`config.mk`:
```
export PLATFORM = sky130hd
export DESIGN_NAME = ssd_scan_driver
export DESIGN_NICKNAME = d
export VERILOG_FILES = /design/src/rtl/ssd_pkg.sv /design/src/rtl/ssd_hex_decoder.sv /design/src/rtl/ssd_scan_driver.sv
export SDC_FILE = /design/constraint.sdc
export NUM_CORES = 1
export LEC_CHECK = 0
export BUFFER_PORTS_ARGS = -buffer_cell sky130_fd_sc_hd__clkbuf_2
export CORE_ASPECT_RATIO = 0.9
export CORE_MARGIN = 10
export CORE_UTILIZATION = 55
export CTS_BUF_LIST = sky130_fd_sc_hd__clkbuf_16
export DETAILED_ROUTE_END_ITERATION = 16
export PLACE_DENSITY = 0.76
export SLEW_MARGIN = 20
export SYNTH_ARGS = -nofsm -noshare
export SYNTH_HDL_FRONTEND = slang
export SYNTH_SLANG_ARGS = --single-unit
```
`constraint.sdc`:
```
create_clock -name ssd_scan_port_clk -period 7.3 [get_ports ssd_scan_port_clk]
set_clock_uncertainty 0.15 [all_clocks]
set_input_delay 1.095 -clock ssd_scan_port_clk [delete_from_list [all_inputs] [get_ports ssd_scan_port_clk]]
set_output_delay 1.095 -clock ssd_scan_port_clk [all_outputs]
set_load 0.03 [all_outputs]
```
`src/rtl/ssd_pkg.sv`:
```
// Shared constants for the seven-segment scan driver: segment patterns (active-low {g,f,e,d,c,b,a}),
// blank/off codes, digit count and the leading-zero helper used when SSD_SCAN_LZ_BLANK_EN is defined.
package ssd_pkg;

  localparam int unsigned NUM_DIGITS = 8;

  localparam logic [6:0] SEG_BLANK = 7'h7F;
  localparam logic [7:0] AN_OFF    = 8'hFF;

  localparam logic [6:0] SEG_0 = 7'h40;
  localparam logic [6:0] SEG_1 = 7'h79;
  localparam logic [6:0] SEG_2 = 7'h24;
  localparam logic [6:0] SEG_3 = 7'h30;
  localparam logic [6:0] SEG_4 = 7'h19;
  localparam logic [6:0] SEG_5 = 7'h12;
  localparam logic [6:0] SEG_6 = 7'h02;
  localparam logic [6:0] SEG_7 = 7'h78;
  localparam logic [6:0] SEG_8 = 7'h00;
  localparam logic [6:0] SEG_9 = 7'h10;
  localparam logic [6:0] SEG_A = 7'h08;
  localparam logic [6:0] SEG_B = 7'h03;
  localparam logic [6:0] SEG_C = 7'h46;
  localparam logic [6:0] SEG_D = 7'h21;
  localparam logic [6:0] SEG_E = 7'h06;
  localparam logic [6:0] SEG_F = 7'h0E;

  // Index of the most significant nonzero nibble; 0 for an all-zero value so digit 0 always shows.
  function automatic logic [2:0] lz_top_digit(input logic [31:0] v);
    logic [2:0] top;
    top = 3'd0;
    for (int k = 0; k < NUM_DIGITS; k++) begin
      if (v[4*k +: 4] != 4'h0) top = 3'(k);
    end
    return top;
  endfunction

endpackage

```
`src/rtl/ssd_hex_decoder.sv`:
```
// Combinational hex nibble to active-low seven-segment pattern {g,f,e,d,c,b,a}.
module ssd_hex_decoder
  import ssd_pkg::*;
(
  input  logic [3:0] hex_i,
  output logic [6:0] seg_o
);

  always_comb begin
    seg_o = SEG_BLANK;
    unique case (hex_i)
      4'h0: seg_o = SEG_0;
      4'h1: seg_o = SEG_1;
      4'h2: seg_o = SEG_2;
      4'h3: seg_o = SEG_3;
      4'h4: seg_o = SEG_4;
      4'h5: seg_o = SEG_5;
      4'h6: seg_o = SEG_6;
      4'h7: seg_o = SEG_7;
      4'h8: seg_o = SEG_8;
      4'h9: seg_o = SEG_9;
      4'hA: seg_o = SEG_A;
      4'hB: seg_o = SEG_B;
      4'hC: seg_o = SEG_C;
      4'hD: seg_o = SEG_D;
      4'hE: seg_o = SEG_E;
      4'hF: seg_o = SEG_F;
      default: seg_o = SEG_BLANK;
    endcase
  end

endmodule

```
`src/rtl/ssd_scan_driver.sv`:
```
// Eight-digit multiplexed seven-segment scan driver with frame-synchronous shadow registers.
// Optional leading-zero blanking is enabled by defining SSD_SCAN_LZ_BLANK_EN.
module ssd_scan_driver
  import ssd_pkg::*;
#(
  parameter int unsigned REFRESH_DIV = 100000
) (
  input  logic        ssd_scan_port_clk,
  input  logic        ssd_scan_port_rst,
  input  logic        ssd_scan_port_en,
  input  logic [31:0] ssd_scan_port_value,
  input  logic [7:0]  ssd_scan_port_dig_en,
  input  logic [7:0]  ssd_scan_port_dp,
  output logic [6:0]  ssd_scan_port_ssd,
  output logic        ssd_scan_port_odp,
  output logic [7:0]  ssd_scan_port_an,
  output logic        ssd_scan_port_frame
);

  localparam int unsigned CNT_W = (REFRESH_DIV > 1) ? $clog2(REFRESH_DIV) : 1;
  localparam logic [CNT_W-1:0] CNT_MAX = CNT_W'(REFRESH_DIV - 1);

  logic [CNT_W-1:0] cnt_q, cnt_d;
  logic [2:0]       idx_q, idx_d;
  logic [31:0]      val_q, val_d;
  logic [7:0]       den_q, den_d;
  logic [7:0]       dp_q, dp_d;
  logic [7:0]       an_q, an_d;
  logic [6:0]       ssd_q, ssd_d;
  logic             odp_q, odp_d;
  logic             frame_q, frame_d;
  logic             tick, load, shown;
  logic [3:0]       nib;
  logic [6:0]       seg;

  always_comb begin
    cnt_d   = cnt_q;
    idx_d   = idx_q;
    val_d   = val_q;
    den_d   = den_q;
    dp_d    = dp_q;
    tick    = ssd_scan_port_en && (cnt_q == CNT_MAX);
    load    = tick && (idx_q == 3'd7);
    frame_d = load;
    if (ssd_scan_port_en) cnt_d = tick ? '0 : cnt_q + CNT_W'(1);
    if (tick) idx_d = idx_q + 3'd1;
    if (load) begin
      val_d = ssd_scan_port_value;
      den_d = ssd_scan_port_dig_en;
      dp_d  = ssd_scan_port_dp;
    end
  end

  // Outputs are computed from next-state so the registered display tracks the new slot immediately.
  assign nib = val_d[{idx_d, 2'b00} +: 4];

  ssd_hex_decoder u_dec (
    .hex_i (nib),
    .seg_o (seg)
  );

  always_comb begin
`ifdef SSD_SCAN_LZ_BLANK_EN
    shown = ssd_scan_port_en && den_d[idx_d] && (idx_d <= lz_top_digit(val_d));
`else
    shown = ssd_scan_port_en && den_d[idx_d];
`endif
    an_d  = shown ? ~(8'd1 << idx_d) : AN_OFF;
    ssd_d = shown ? seg : SEG_BLANK;
    odp_d = shown ? ~dp_d[idx_d] : 1'b1;
  end

  always_ff @(posedge ssd_scan_port_clk or negedge ssd_scan_port_rst) begin
    if (!ssd_scan_port_rst) begin
      cnt_q   <= '0;
      idx_q   <= 3'd0;
      val_q   <= 32'd0;
      den_q   <= 8'd0;
      dp_q    <= 8'd0;
      an_q    <= AN_OFF;
      ssd_q   <= SEG_BLANK;
      odp_q   <= 1'b1;
      frame_q <= 1'b0;
    end else begin
      cnt_q   <= cnt_d;
      idx_q   <= idx_d;
      val_q   <= val_d;
      den_q   <= den_d;
      dp_q    <= dp_d;
      an_q    <= an_d;
      ssd_q   <= ssd_d;
      odp_q   <= odp_d;
      frame_q <= frame_d;
    end
  end

  assign ssd_scan_port_ssd   = ssd_q;
  assign ssd_scan_port_odp   = odp_q;
  assign ssd_scan_port_an    = an_q;
  assign ssd_scan_port_frame = frame_q;

endmodule

```
# Word level (Yosys, flattened, before mapping)

Memory sizes are Yosys's and may differ from the RTL's.
Cells that the tools add are included.

Word-level logic and storage cells: 34
Memories kept: 1
Bits in writable memories: 0
Latch bits: 0
Bits in registers: 85
Bits in read-only memories: 112
Output and inout bits: 17

Memories:

| memory           | words | width | rd ports | clocked after Yosys merged registers in | write ports | RTL line              | RTL |
|---|---|---|---|---|---|---|---|
| (name not given) | 16    | 7     | 1        | 0                                       | 0           | ssd_hex_decoder.sv:11 | `unique case (hex_i)` |

Multipliers: 0
Add/sub/neg operators: 2
Equality and inequality tests: 2
Divide/modulo/power cells: 0
$lt $le $gt $ge: 1
Mux-type cells: 12
Reduce and logical (&&, ||, !) cells: 3
Bitwise operators: 2
Shift-type cells: 2

Operators with widths:

| operator                | count |
|---|---|
| $mux W32                | 1 |
| $shiftx A32 B6 Y4       | 1 |
| $mux W8                 | 3 |
| $add A17 B1 Y17 const B | 1 |
| $eq A17 B17 Y1 const B  | 1 |
| $mux W17                | 1 |
| $not A8 Y8              | 1 |
| $shl A1 B3 Y8 const A   | 1 |
| $mux W7                 | 1 |
| $bmux W1 S3             | 2 |
| $lt A3 B4 Y1 const B    | 1 |
| $add A3 B1 Y3 const B   | 1 |
| $eq A3 B3 Y1 const B    | 1 |
| $logic_and A1 B1 Y1     | 3 |
| $mux W1                 | 3 |
| $mux W3                 | 1 |
| $not A1 Y1              | 1 |

# Longest topological paths before layout

Gate-level depths: netlist of run 1.

Depth after elaboration: 8
Mapped depth: 17
Depth with buffers taken out: 14

# Hierarchy

A second synthesis of run 1 with hierarchy kept.

Cells, all modules: 345
Area, all modules: 4286.6 um^2

Modules (own cells, without submodules):

| module          | cells each | times used | area each (um^2) |
|---|---|---|---|
| ssd_scan_driver | 310        | 1          | 4038.9 |
| ssd_hex_decoder | 35         | 1          | 247.7 |

# Least setup slack after synthesis of run 1

OpenSTA, ideal clock, no wires.

Kind: in2reg
Start: input port ssd_scan_port_en
End: register ssd_q[3], in the netlist ssd_scan_port_ssd[3]
Setup slack: 3.244 ns
Data required time: 7.089 ns
Cell stages on the path: 14
Library setup time: 0.061 ns
Path buffers: 3
Data arrival time: 3.844 ns
Cells stage by stage: nand2_1 > nor3b_4 > nand3_2 > buf_6 > buf_6 > buf_2 > mux2i_1 > nand2_1 > o211ai_1 > o21ai_0 > inv_1 > ha_1 > mux4_2 > nand2_1

Word-level cells in the longest chain between the ends: 7

RTL lines:

| item                                                                   | RTL line              | RTL |
|---|---|---|
| start: declaration                                                     | ssd_scan_driver.sv:10 | `input logic ssd_scan_port_en,` |
| parallel branches: the longest is 6 deep, another holds $mem_v2 Z16 W7 | n/a                   |  |
| $mux W7 *                                                              | ssd_scan_driver.sv:69 | `ssd_d = shown ? seg : SEG_BLANK;` |
| via ssd_d[3]                                                           | ssd_scan_driver.sv:29 | `logic [6:0] ssd_q, ssd_d;` |
| end signal: assignment                                                 | ssd_scan_driver.sv:91 | `ssd_q <= ssd_d;` |
| end: declaration                                                       | ssd_scan_driver.sv:29 |  |

Mark *: on every way through the listed nets, which the timed path passes. The select of a mux whose other input is x is not followed.
A chain may end at the register's enable or synchronous reset.

# Final worst setup path of run 1

Start: input port ssd_scan_port_en
End: register ssd_q[3], in the netlist ssd_scan_port_ssd[3]

RTL lines:

| item                | RTL line              | RTL |
|---|---|---|
| $logic_and A1 B1 Y1 | ssd_scan_driver.sv:42 | `tick = ssd_scan_port_en && (cnt_q == CNT_MAX);` |
| $logic_and A1 B1 Y1 | ssd_scan_driver.sv:43 | `load = tick && (idx_q == 3'd7);` |
| $mux W32            | ssd_scan_driver.sv:47 | `if (load) begin` |
| via val_d[25]       | ssd_scan_driver.sv:25 | `logic [31:0] val_q, val_d;` |
| $shiftx A32 B6 Y4   | ssd_scan_driver.sv:55 | `assign nib = val_d[{idx_d, 2'b00} +: 4];` |
| $mem_v2 Z16 W7      | n/a                   |  |
| $mux W7             | ssd_scan_driver.sv:69 |  |
| via ssd_d[3]        | ssd_scan_driver.sv:29 |  |

The timed path passes the listed nets, and every way through them passes these cells. The select of a mux whose other input is x is not followed.

==> metrics.log, run 1 <==
INFO  metric timing.hold.worst.class = flop to flop
INFO  metric grt_usage = 0.167
INFO  metric synth_cells = between 400 and 500
INFO  metric filler_cell_count = between 500 and 600
INFO  metric first_global_vias = 3293
INFO  metric leakagePower = about 2.6 nW
INFO  metric peakVddDrop = about 140 uV
INFO  metric number_of_enable_type_register_cells_in_the_synthesized_netlist = 0
INFO  metric clock_root_buffer = sky130_fd_sc_hd__clkbuf_16
INFO  metric timing_hold_violations_final = 0
INFO  metric grt_antenna_before_repair = 0
INFO  metric route.antenna.remaining_nets = 0
INFO  metric clock_edge_transition_at_the_registers_on_the_reported_setup_and_hold_paths = 0.06 ns
INFO  metric transition_time_at_the_pin_with_the_least_slew_margin = 0.949 ns
INFO  metric synth-main-ff-cell = sky130_fd_sc_hd__dfrtp_1
INFO  metric finalCriticalPeriod = 4.90 ns
INFO  metric detailedRoute.firstIterationViolations = 186
INFO  metric power.share.sequential = 0.493
INFO  metric remaining_design_rule_violation_count = 0
INFO  metric floorplan.initialDensity = 0.570
INFO  metric number_of_buffers_inserted_to_repair_setup_after_cts = 0
INFO  metric area.growth.synth_to_final = 15.2%
INFO  metric clock_tree_from_tritoncts = done
INFO  metric grt_setup_unrepaired = no
INFO  metric global_route_wire_length_before_repair = 16.4 mm
INFO  metric synthArstFlopShare = 1.00
INFO  metric ys_seq_area_frac = 0.496
INFO  metric max-clock-path-buffers = 2
INFO  metric status = finished, final reports clean
INFO  metric power.switching = 0.245 mW
INFO  metric yosys.cell_count.top_type = sky130_fd_sc_hd__nand2_1
INFO  metric first_pass_iters = 4
INFO  metric clk_sink_count = 85
INFO  metric finalCritPeriodShare = 0.672
INFO  metric endpoint_kind = flop
INFO  metric crit_slowest_cell = sky130_fd_sc_hd__nand3_2
INFO  metric worstSetupPathType = input pin to flop
INFO  metric yosys.area.top_type = sky130_fd_sc_hd__dfrtp_1
INFO  metric setup.worst_path.start_class = input pin
INFO  metric io_port_bufs = 67
INFO  metric fmax = 204 MHz
INFO  metric p_int = a little under 0.8 mW
INFO  metric setup_viol_count_final = 0
INFO  metric yosys_warnings = 0
INFO  metric max_cap_viol_count = 0
INFO  metric drive_above_1_share = 0.293
INFO  metric die_w = 113 um
INFO  metric avgSynthCellArea = 10.7 sq um
INFO  metric critical_path.max_stage_delay = 0.81 ns
INFO  metric cp_cell_sequence = clkbuf_2, nand2_1, nor3b_4, nand3_2, mux2_2, nand2b_1, o211ai_1, a22o_2, o21ai_0, inv_1, ha_1, inv_1, mux4_2, nand2_1
INFO  metric dpl_worst_slack = ~2.1 ns
INFO  metric post-synth-top-area-fraction = 0.399
INFO  metric routed_wirelength = 9.64 mm
INFO  metric gpl.final_weighted_congestion = about 0.82
INFO  metric mappedNetlistNets = 466
INFO  metric die-height = 104 um
INFO  metric htree_levels = 3
INFO  metric post_synth_cell_types = 69
INFO  metric post_drt_via_cell_ratio = 5.55
INFO  metric fin_nets = 529
INFO  metric floorplan.core_area = about 0.0076 sq mm
INFO  metric netlist_top_cells_area = sky130_fd_sc_hd__dfrtp_1 (40%), sky130_fd_sc_hd__dfstp_2 (9.7%), sky130_fd_sc_hd__nand2_1 (7.7%), sky130_fd_sc_hd__mux2i_1 (4.4%), sky130_fd_sc_hd__ha_1 (2.6%)
INFO  metric netlist_area = 0.00433 sq mm
INFO  metric dp_hpwl = 6.92 mm
INFO  metric io_pins = 68
INFO  metric count_of_instances_resized_after_the_clock_tree_is_built = 0
INFO  metric powerDensity = 207 mW/mm^2
INFO  metric insertedDiodeCount = 0
INFO  metric floorplan.die_area = 0.0118 sq mm
INFO  metric flip_flop_and_latch_count_after_synthesis = 85
INFO  metric slew_headroom = 0.367
INFO  metric multi_input_area = 0.00198 sq mm
INFO  metric timing.setup.tns = 0 ns
INFO  metric via_count = 3166
INFO  metric timing.critical_path.arrival = slightly above 5 ns
INFO  metric clk_latency = 0.34 ns
INFO  metric maxSlewViolCount = 0
INFO  metric num_rows = 30
INFO  metric critical_path_peak_fanout = 38
INFO  metric grt_start_max_net_pins = 86
INFO  metric timing.critical_path.required = 7.43 ns
INFO  metric comb_power_share = 0.065
INFO  metric p_sw_frac = 0.238
INFO  metric cts.hold.buffers_added = 0
INFO  metric regArea = 0.00215 sq mm
INFO  metric power.clock.fraction = 0.442
INFO  metric synth_commonest_cells = sky130_fd_sc_hd__nand2_1 (89), sky130_fd_sc_hd__dfrtp_1 (69), sky130_fd_sc_hd__inv_1 (23)
INFO  metric gr-total-overflow = 0
INFO  metric tritoncts.num_buffers = 9
INFO  metric average_detailed_routed_wire_length_per_instance = roughly 17 um
INFO  metric final.setup.worst_slack = 2.40 ns
[power groups by stage]
| stage | sequential (mW) | clock [mW] | combinational (mW) |
|---|---|---|---|
| after floorplan | 0.512 | 0 | 0.0371 |
| after global placement | 0.515 | 0 | 0.0649 |
| after detailed placement | 0.516 | 0 | 0.0661 |
| after CTS | 0.508 | 0.467 | 0.0676 |
| after global routing | 0.512 | 0.481 | 0.0759 |
| final | 0.508 | 0.456 | 0.0666 |
[per-layer routing]
layer | wire length, um | GRT usage | share of wire | vias to the layer above
li1 | - | - | - | 1535
met1 | 4280 | 0.219 | 0.44 | 1525
met2 | 4540 | 0.255 | 0.47 | 94
met3 | 680 | 0.0507 | 0.071 | 12
met4 | 140 | 0.0562 | 0.015 | 0
met5 | 0 | 0 | 0 | -
[final cells by class]
class,count,share of cell area
sequential,85,0.431
tap,96,0.0241
timing repair buffer,67,0.0686
clock buffer,9,0.0452
multi-input combinational,281,0.397
inverter,25,0.0188
clock inverter,7,0.0153
[stage by stage]
| stage | hold WS, ns | util | cell area (sq um) | std cells | total power, mW |
|---|---|---|---|---|---|
| final | 0.316 | 0.657 | 4980 | 570 | 1.03 |
| after global routing | 0.334 | 0.657 | 4980 | 570 | 1.07 |
| after CTS | 0.317 | 0.657 | 4980 | 570 | 1.04 |
| after detailed placement | 0.302 | 0.617 | 4680 | 554 | 0.582 |
| after global placement | 0.296 | 0.617 | 4680 | 554 | 0.580 |
| after floorplan | 0.279 | - | 4330 | 406 | 0.549 |
[logic make-up after synthesis]
family / count (synthesis) / share of synthesized area
XOR/XNOR: 16 / 0.0341
AND/OR/NAND/NOR: 167 / 0.199
AO/OA/AOI/OAI: 53 / 0.0972
buffers and inverters: 40 / 0.0463
multiplexers: 36 / 0.101
flip-flops: 85 / 0.496
adder cells (fa/ha/maj): 9 / 0.0260
[flip-flops by register name, indices dropped and copies added (netlist names)]
name / cells
cnt_q: 17
den_q: 8
dp_q: 8
idx_q: 3
ssd_scan_port_an: 8
ssd_scan_port_frame: 1
ssd_scan_port_odp: 1
ssd_scan_port_ssd: 7
val_q: 32
[worst paths after layout]
check | start | slack, ns | cells after the start | end
setup / recovery | ssd_scan_port_en | 2.40 | 14 | ssd_scan_port_ssd[3]$_DFF_PN1_
hold / removal | dp_q[6]$_DFF_PN0_ | 0.32 | 2 | dp_q[6]$_DFF_PN0_
setup reg to reg | idx_q[0]$_DFF_PN0_ | 2.47 | 13 | ssd_scan_port_ssd[3]$_DFF_PN1_
hold reg to reg | dp_q[6]$_DFF_PN0_ | 0.32 | 2 | dp_q[6]$_DFF_PN0_
max in group asynchronous | ssd_scan_port_rst | 5.83 | 1 | cnt_q[3]$_DFFE_PN0P_
min in group asynchronous | ssd_scan_port_rst | 0.65 | 1 | den_q[2]$_DFF_PN0_
[cells in the final DEF, fill, tap and decap left out, types with 5 or more instances in the layout]
cell type,Yosys,layout
sky130_fd_sc_hd__nand2_1,89,89
sky130_fd_sc_hd__nand3_1,9,9
sky130_fd_sc_hd__nand4_1,9,9
sky130_fd_sc_hd__clkbuf_16,0,9
sky130_fd_sc_hd__a22oi_1,8,8
sky130_fd_sc_hd__dfrtp_1,69,69
sky130_fd_sc_hd__mux2i_1,19,19
sky130_fd_sc_hd__o21ai_0,10,10
sky130_fd_sc_hd__inv_1,23,23
sky130_fd_sc_hd__clkbuf_2,0,66
sky130_fd_sc_hd__dfstp_2,16,16
sky130_fd_sc_hd__nor2b_1,6,6
sky130_fd_sc_hd__mux2_2,10,10
sky130_fd_sc_hd__ha_1,9,9
sky130_fd_sc_hd__xnor2_1,9,9
sky130_fd_sc_hd__a211oi_1,6,6
sky130_fd_sc_hd__nand2b_1,5,5
sky130_fd_sc_hd__nor2_1,18,18
sky130_fd_sc_hd__xor2_1,6,6
[critical path: cells and delay by family]
kind	cells	cell delay (ns)
and+or+nand+nor	5	1.59
muxes	2	1.04
buffers and inverters	3	0.54
adders and majority gates	1	0.25
AOI/OAI and AO/OA	3	0.50
Power figures use the tool's default switching activity.
==> run 2: changes to the inputs <==
ABC_AREA = 1   (was default)
CORE_UTILIZATION = 52   (was 55)
PLACE_DENSITY = 0.75   (was 0.76)
clock period = 4.5 ns   (was 7.3 ns; I/O delays follow)
==> run 2 against run 1 <==
  * Via count up 22%
  * Final area up 3.7%
  * First-iteration DRC count up 51%
  * Worst hold slack worse by 0.13 ns
  * Clock power up 51%
  * Non-clock buffer count up 6
  * Setup slack worse by 1.3 ns
  * Clock-buffer cell count unchanged
  * Flip-flop and latch count unchanged
  * Global-route usage up 0.97 points
  * Combinational power up 83%
  * Largest power group unchanged
  * Highest routed layer unchanged
==> metrics.log, run 2 <==
INFO  metric clock_root_buffer = sky130_fd_sc_hd__clkbuf_16
INFO  metric setup_viol_count_final = 0
INFO  metric reg2reg_to = ssd_scan_port_ssd[1]$_DFF_PN1_
INFO  metric p_sw_frac = 0.258
INFO  metric first_pass_iters = 6
INFO  metric status = finished, final reports clean
INFO  metric post_synth_and_or_nand_nor_area_fraction = 0.313
INFO  metric timing.critical_path.required = about 4.6 ns
INFO  metric netlist_top_cells_area = sky130_fd_sc_hd__dfrtp_1 (38%), sky130_fd_sc_hd__nand2_1 (13%), sky130_fd_sc_hd__dfstp_2 (9.3%), sky130_fd_sc_hd__inv_1 (8.3%), sky130_fd_sc_hd__nor2_1 (5.9%)
INFO  metric final_core_utilization = 0.606
INFO  metric reg2reg_depth = 17
INFO  metric ys_seq_area_frac = 0.477
INFO  metric timing_hold_violations_final = 0
INFO  metric floorplan.core_area = 0.00853 sq mm
INFO  metric final_area = 0.00517 sq mm
INFO  metric regToRegSetupSlack = 1.07 ns
INFO  metric critical_path_peak_fanout = 33
INFO  metric final_cell_mix = sky130_fd_sc_hd__nand2_1 (160), sky130_fd_sc_hd__inv_1 (99), sky130_fd_sc_hd__nor2_1 (71)
INFO  metric tritoncts.num_buffers = 9
INFO  metric worstSetupPathType = flop to flop
INFO  metric clk_sink_count = 85
INFO  metric global_route_wire_length_before_repair = 18.6 mm
INFO  metric count_of_instances_resized_after_the_clock_tree_is_built = 0
INFO  metric first_global_vias = 3787
INFO  metric number_of_buffers_inserted_to_repair_setup_after_cts = 0
INFO  metric timing.critical_path.arrival = 3.55 ns
INFO  metric clk_latency = 0.34 ns
INFO  metric max_cap_viol_count = 0
INFO  metric synth_commonest_cells = sky130_fd_sc_hd__nand2_1 (160), sky130_fd_sc_hd__inv_1 (99), sky130_fd_sc_hd__nor2_1 (71)
INFO  metric fin_nets = 709
INFO  metric biggestRegsByFlops = val_q: 32 flops, cnt_q: 17 flops
INFO  metric main_combinational_cell_family_by_area_after_synthesis = simple AND/OR/NAND/NOR gates
INFO  metric synth-main-ff-cell = sky130_fd_sc_hd__dfrtp_1
INFO  metric post_drt_via_cell_ratio = 4.98
INFO  metric grt_usage = 0.177
INFO  metric power.switching = 0.426 mW
INFO  metric grt_start_max_net_pins = 47
INFO  metric dpl_worst_slack = 0.807 ns
INFO  metric yosys.cell_count.top_type = sky130_fd_sc_hd__nand2_1
INFO  metric die_w = 118 um
INFO  metric number_of_enable_type_register_cells_in_the_synthesized_netlist = 0
INFO  metric timing.setup.tns = 0 ns
INFO  metric detailedRoute.firstIterationViolations = 280
INFO  metric max_flop_register = val_q
INFO  metric drive_above_1_share = 0.220
INFO  metric insertedDiodeCount = 0
INFO  metric floorplan.die_area = 0.0128 sq mm
INFO  metric floorplan.initialDensity = 0.528
INFO  metric setup.worst_path.start_class = flop
INFO  metric yosys.area.top_type = sky130_fd_sc_hd__dfrtp_1
INFO  metric remaining_design_rule_violation_count = 0
INFO  metric dpl-instance-area = 0.00489 sq mm
INFO  metric synth_compound_gate_area_share = 0.0592
INFO  metric yosys_warnings = 0
INFO  metric r2r-start = cnt_q[9]$_DFFE_PN0P_
INFO  metric critical_path.startpoint = cnt_q[9]$_DFFE_PN0P_
INFO  metric flip_flop_and_latch_count_after_synthesis = 85
INFO  metric routed_wirelength = around 11 mm
INFO  metric critPathCapture = ssd_scan_port_ssd[1]$_DFF_PN1_
INFO  metric timing.hold.worst.class = input pin to async pin
INFO  metric area.growth.synth_to_final = 14.7%
INFO  metric leakagePower = between 2 and 3 nW
INFO  metric num_rows = 32
INFO  metric clock_edge_transition_at_the_registers_on_the_reported_setup_and_hold_paths = 0.06 ns
INFO  metric cts.hold.buffers_added = 0
INFO  metric power.share.sequential = 0.509
INFO  metric avgSynthCellArea = 7.74 sq um
INFO  metric final.setup.worst_slack = 1.07 ns
INFO  metric average_detailed_routed_wire_length_per_instance = 14.3 um
INFO  metric comb_power_share = 0.074
INFO  metric netlist_area = between 0.004 and 0.005 sq mm
INFO  metric fmax = slightly below 300 MHz
INFO  metric htree_levels = 3
INFO  metric io_port_bufs = 67
INFO  metric dp_hpwl = 8.32 mm
INFO  metric yosys.area_share.xor_xnor = 0.00583
INFO  metric endpoint_kind = flop
INFO  metric peakVddDrop = 194 uV
INFO  metric powerDensity = 319 mW/mm^2
INFO  metric synthArstFlopShare = 1.00
INFO  metric finalCritPeriodShare = 0.762
INFO  metric p_int = 1.22 mW
INFO  metric route.antenna.remaining_nets = 0
INFO  metric mappedNetlistNets = ~640
INFO  metric post-synth-top-area-fraction = 0.383
INFO  metric maxSlewViolCount = 0
INFO  metric synth_fa_ha_area_frac = 0.0250
INFO  metric largest_reg_flops = 32
INFO  metric max-clock-path-buffers = 2
INFO  metric totalPowerFinal = between 1.5 and 2 mW
INFO  metric gpl.final_weighted_congestion = 0.910
INFO  metric finalCriticalPeriod = roughly 3.4 ns
INFO  metric power.clock.fraction = 0.417
INFO  metric layout.cells.most_common = sky130_fd_sc_hd__nand2_1
INFO  metric post_synth_cell_types = 34
INFO  metric io_pins = 68
INFO  metric grt_antenna_before_repair = 0
INFO  metric finalNonFillerCells = approximately 770
INFO  metric via_count = 3851
INFO  metric grt_setup_unrepaired = no
INFO  metric filler_cell_count = 756
INFO  metric synthMuxAreaShare = 0
INFO  metric gr-total-overflow = 0
INFO  metric clock_tree_from_tritoncts = done
INFO  metric slew_headroom = 0.616
INFO  metric placed_cells = 757
INFO  metric synth_cells = 582
INFO  metric die-height = 108 um
INFO  metric fin_hold_ws = 0.187 ns
INFO  metric transition_time_at_the_pin_with_the_least_slew_margin = 0.576 ns
==> run 2: power groups by stage <==
| stage | Clock, mW | Combinational, mW | Sequential, mW |
|---|---|---|---|
| global placement | 0 | 0.120 | 0.849 |
| finish | 0.688 | 0.122 | 0.839 |
| floorplan | 0 | 0.0717 | 0.841 |
| global route | 0.732 | 0.143 | 0.842 |
| detailed placement | 0 | 0.123 | 0.851 |
| CTS | 0.699 | 0.124 | 0.837 |
==> run 2: cell type report <==
cell class,count,area (sq um),area share
Sequential cell,85,2150,0.416
Multi-Input combinational cell,374,1810,0.351
Inverter,106,398,0.0770
Timing Repair Buffer,73,383,0.0741
Clock buffer,9,225,0.0436
Tap cell,119,149,0.0288
Clock inverter,7,50.0,0.00969
==> run 2: worst min path at each step <==
stage,from,to,slack [ns],depth (start not counted)
after floorplan,ssd_scan_port_rst,cnt_q[0]$_DFFE_PN0P_,0.23,0
after global placement,den_q[4]$_DFF_PN0_,den_q[4]$_DFF_PN0_,0.31,2
after detailed placement,dp_q[5]$_DFF_PN0_,dp_q[5]$_DFF_PN0_,0.32,2
after CTS,ssd_scan_port_rst,dp_q[5]$_DFF_PN0_,0.21,1
after global routing,ssd_scan_port_rst,val_q[16]$_DFF_PN0_,0.23,1
final,ssd_scan_port_rst,val_q[20]$_DFF_PN0_,0.19,1
==> run 2: kinds of logic after synthesis <==
family	Yosys count
compound gates	42
xor+xnor	3
fa+ha+maj	9
buf+inv	123
flops	85
simple gates	320
==> run 2: worst max-delay path: stages, from the launching register on <==
cell and delay [ns]:
sky130_fd_sc_hd__dfrtp_1 0.42, sky130_fd_sc_hd__nand2_2 0.09, sky130_fd_sc_hd__nor2_1 0.10, sky130_fd_sc_hd__nand2_1 0.08
sky130_fd_sc_hd__nor2_2 0.38, sky130_fd_sc_hd__nand3_4 0.42, sky130_fd_sc_hd__inv_2 0.39, sky130_fd_sc_hd__nand2_1 0.10
sky130_fd_sc_hd__nand2_1 0.11, sky130_fd_sc_hd__nor2_1 0.06, sky130_fd_sc_hd__nor2_1 0.14, sky130_fd_sc_hd__nand3_1 0.10
sky130_fd_sc_hd__nand2_1 0.20, sky130_fd_sc_hd__ha_1 0.28, sky130_fd_sc_hd__nand3_1 0.10, sky130_fd_sc_hd__nor2_1 0.06
sky130_fd_sc_hd__nor2_1 0.08, sky130_fd_sc_hd__nand2_1 0.06
==> run 2: metal layers <==
| metal | GRT usage | wire length [um] |
|---|---|---|
| met2 | 0.259 | 4610 |
| met4 | 0.0441 | 134 |
| met3 | 0.0662 | 1040 |
| met1 | 0.243 | 5270 |
| met5 | 0 | 0 |
==> run 3: changes to the inputs <==
CORE_UTILIZATION = 55   (was 52)
clock period = 3.48 ns   (was 4.5 ns; I/O delays follow)
==> run 3 against run 2 <==
  * Non-clock buffer count rose by 7
  * First-iteration DRC count shrank 14%
  * Final cell count fell by 1.7%
  * Die area is 4.5% lower
  * Clock-buffer cell count up 2
  * Critical path type unchanged
  * Critical endpoint is now ssd_scan_port_ssd[5]$_DFF_PN1_
==> metrics.log, run 3 (same netlist as run 2, synthesis figures left out) <==
INFO  metric met2_usage = 0.292
INFO  metric filler_cell_count = 669
INFO  metric final.setup.worst_slack = 0.330 ns
INFO  metric clk_latency = 0.35 ns
INFO  metric io_pins = about 70
INFO  metric max-clock-path-buffers = 2
INFO  metric status = finished, final reports clean
INFO  metric io_port_bufs = 67
INFO  metric biggestRegsByFlops = val_q: 32 flops, cnt_q: 17 flops
INFO  metric gpl.final_weighted_congestion = ~0.89
INFO  metric cp_cell_sequence = ha_1, nand3_1, nor2_1, nand2_1, nand2_1, nand2_1, nand2_2, inv_1, a21oi_2, nand3_1, nand2_2, inv_1, ha_1, nand3_1, nand2_1, nand2_1, nand3_1
INFO  metric critical_path.max_stage_delay = 0.38 ns
INFO  metric number_of_buffers_inserted_to_repair_setup_after_cts = 0
INFO  metric critical-path-top-cell-by-count = sky130_fd_sc_hd__nand2_1
INFO  metric drive_above_1_share = 0.227
INFO  metric placed_cells = 743
INFO  metric grt_usage = 0.193
INFO  metric global_route_wire_length_before_repair = 19.0 mm
INFO  metric fin_nets = 716
INFO  metric tritoncts.num_buffers = 9
INFO  metric global_route.usage.met3 = 0.0527
INFO  metric first_pass_iters = 5
INFO  metric max_flop_register = val_q
INFO  metric grt_setup_unrepaired = no
INFO  metric final_cell_mix = sky130_fd_sc_hd__nand2_1 (160), sky130_fd_sc_hd__inv_1 (99), sky130_fd_sc_hd__nor2_1 (71)
INFO  metric leakagePower = about 2.8 nW
INFO  metric num_rows = 31
INFO  metric first_global_vias = 3985
INFO  metric peakVddDrop = about 280 uV
INFO  metric layout.cells.most_common = sky130_fd_sc_hd__nand2_1
INFO  metric worstSetupPathType = flop to flop
INFO  metric dpl_worst_slack = 0.275 ns
INFO  metric fmax = 317 MHz
INFO  metric gr-total-overflow = 0
INFO  metric critical_path.n_buffers_inverters = 2
INFO  metric setup.worst_path.start_class = flop
INFO  metric clk_sink_count = 85
INFO  metric max_cap_viol_count = 0
INFO  metric floorplan.initialDensity = 0.561
INFO  metric clock_edge_transition_at_the_registers_on_the_reported_setup_and_hold_paths = 0.07 ns
INFO  metric insertedDiodeCount = 0
INFO  metric dp_hpwl = 8.24 mm
INFO  metric setup_viol_count_final = 0
INFO  metric die_w = around 120 um
INFO  metric timing.hold.worst.class = input pin to flop
INFO  metric timing.critical_path.arrival = 3.25 ns
INFO  metric path_delay_family = simple AND/OR/NAND/NOR gates
INFO  metric floorplan.die_area = 0.0122 sq mm
INFO  metric htree_levels = 3
INFO  metric routed_wirelength = 11.2 mm
INFO  metric average_detailed_routed_wire_length_per_instance = 14.7 um
INFO  metric grt_antenna_before_repair = 0
INFO  metric remaining_design_rule_violation_count = 0
INFO  metric maxSlewViolCount = 0
INFO  metric area.growth.synth_to_final = 16.5%
INFO  metric timing_hold_violations_final = 0
INFO  metric critical_path_peak_fanout = 11
INFO  metric most_crowded_layer_gr = met2
INFO  metric crit_slowest_cell = sky130_fd_sc_hd__dfrtp_1
INFO  metric post_drt_via_cell_ratio = around 5.1
INFO  metric finalNonFillerCells = 760
INFO  metric clock_root_buffer = sky130_fd_sc_hd__clkbuf_16
INFO  metric grt_start_max_net_pins = 33
INFO  metric detailedRoute.firstIterationViolations = 240
INFO  metric largest_reg_flops = 32
INFO  metric route.antenna.remaining_nets = 0
INFO  metric powerDensity = ~430 mW/mm^2
INFO  metric finalCritPeriodShare = 0.905
INFO  metric die-height = roughly 110 um
INFO  metric timing.critical_path.required = 3.58 ns
INFO  metric via_count = 3885
INFO  metric slew_headroom = 0.692
INFO  metric floorplan.core_area = 0.00803 sq mm
INFO  metric grt_use_met1 = 0.256
INFO  metric transition_time_at_the_pin_with_the_least_slew_margin = 0.457 ns
INFO  metric finalCriticalPeriod = 3.15 ns
INFO  metric endpoint_kind = flop
INFO  metric timing.setup.tns = 0 ns
INFO  metric clock_tree_from_tritoncts = done
==> run 3: changes by cell type in the layout (fill, tap and decap cells not counted) <==
cell	change
sky130_fd_sc_hd__clkinvlp_4	-1
sky130_fd_sc_hd__dlygate4sd3_1	+1
sky130_fd_sc_hd__buf_4	+5
sky130_fd_sc_hd__clkbuf_16	+2
sky130_fd_sc_hd__clkinv_2	-1
sky130_fd_sc_hd__buf_12	+1
==> run 3: metal layers <==
metal | vias up | share of wire | routed length [um]
li1 | 1930 | - | -
met4 | 0 | 0.022 | 245
met1 | 1791 | 0.46 | 5130
met5 | - | 0 | 0
met3 | 23 | 0.081 | 901
met2 | 141 | 0.44 | 4900
==> run 3: power by group <==
part           internal [mW]  leakage (nW)  total (mW)  switching, mW
registers               1.03         0.935        1.08         0.0512
clock network          0.575         0.149       0.995          0.420
logic                 0.0648          1.73       0.163         0.0982
total                   1.67          2.82        2.24          0.570
==> run 3: final timing paths <==
path,from,endpoint,slack [ns],cells past startpoint
hold / removal,ssd_scan_port_dig_en[0],den_q[0]$_DFF_PN0_,0.25,3
hold reg to reg,den_q[4]$_DFF_PN0_,den_q[4]$_DFF_PN0_,0.33,2
setup reg to reg,cnt_q[0]$_DFFE_PN0P_,ssd_scan_port_ssd[5]$_DFF_PN1_,0.33,17
min in group asynchronous,ssd_scan_port_rst,cnt_q[3]$_DFFE_PN0P_,0.50,2
setup / recovery,cnt_q[0]$_DFFE_PN0P_,ssd_scan_port_ssd[5]$_DFF_PN1_,0.33,17
max in group asynchronous,ssd_scan_port_rst,ssd_scan_port_ssd[6]$_DFF_PN1_,1.92,3
==> run 3: stage by stage <==
stage	utilization	area [sq um]	power [mW]	hold slack (ns)
3_3_place_gp	0.613	4920	1.25	0.310
4_1_cts	0.653	5250	2.25	0.245
5_1_grt	0.653	5250	2.32	0.261
6_report	0.653	5250	2.24	0.251
2_1_floorplan	-	4500	1.18	0.0764
3_5_place_dp	0.613	4920	1.26	0.314
==> run 3: area by class of cell <==
class,count,area [sq um],area share
Clock inverter,5,37.5,0.00715
Timing Repair Buffer,80,450,0.0859
Sequential cell,85,2150,0.409
Tap cell,99,124,0.0236
Inverter,106,398,0.0758
Clock buffer,11,275,0.0525
Multi-Input combinational cell,374,1810,0.346
==> run 3: what timing repair did <==
item                                   CTS  global route
endpoints found under the hold margin   29             0
hold buffers                             1             0
gates resized for setup                  0             0
==> run 3: worst register-to-register path: stages, from the launching register on <==
cell and delay (ns):
sky130_fd_sc_hd__dfrtp_1 0.38, sky130_fd_sc_hd__ha_1 0.22, sky130_fd_sc_hd__nand3_1 0.10, sky130_fd_sc_hd__nor2_1 0.29, sky130_fd_sc_hd__nand2_1 0.19, sky130_fd_sc_hd__nand2_1 0.09, sky130_fd_sc_hd__nand2_1 0.13, sky130_fd_sc_hd__nand2_2 0.27
sky130_fd_sc_hd__inv_1 0.14, sky130_fd_sc_hd__a21oi_2 0.16, sky130_fd_sc_hd__nand3_1 0.10, sky130_fd_sc_hd__nand2_2 0.15, sky130_fd_sc_hd__inv_1 0.10, sky130_fd_sc_hd__ha_1 0.24, sky130_fd_sc_hd__nand3_1 0.13, sky130_fd_sc_hd__nand2_1 0.07
sky130_fd_sc_hd__nand2_1 0.06, sky130_fd_sc_hd__nand3_1 0.08
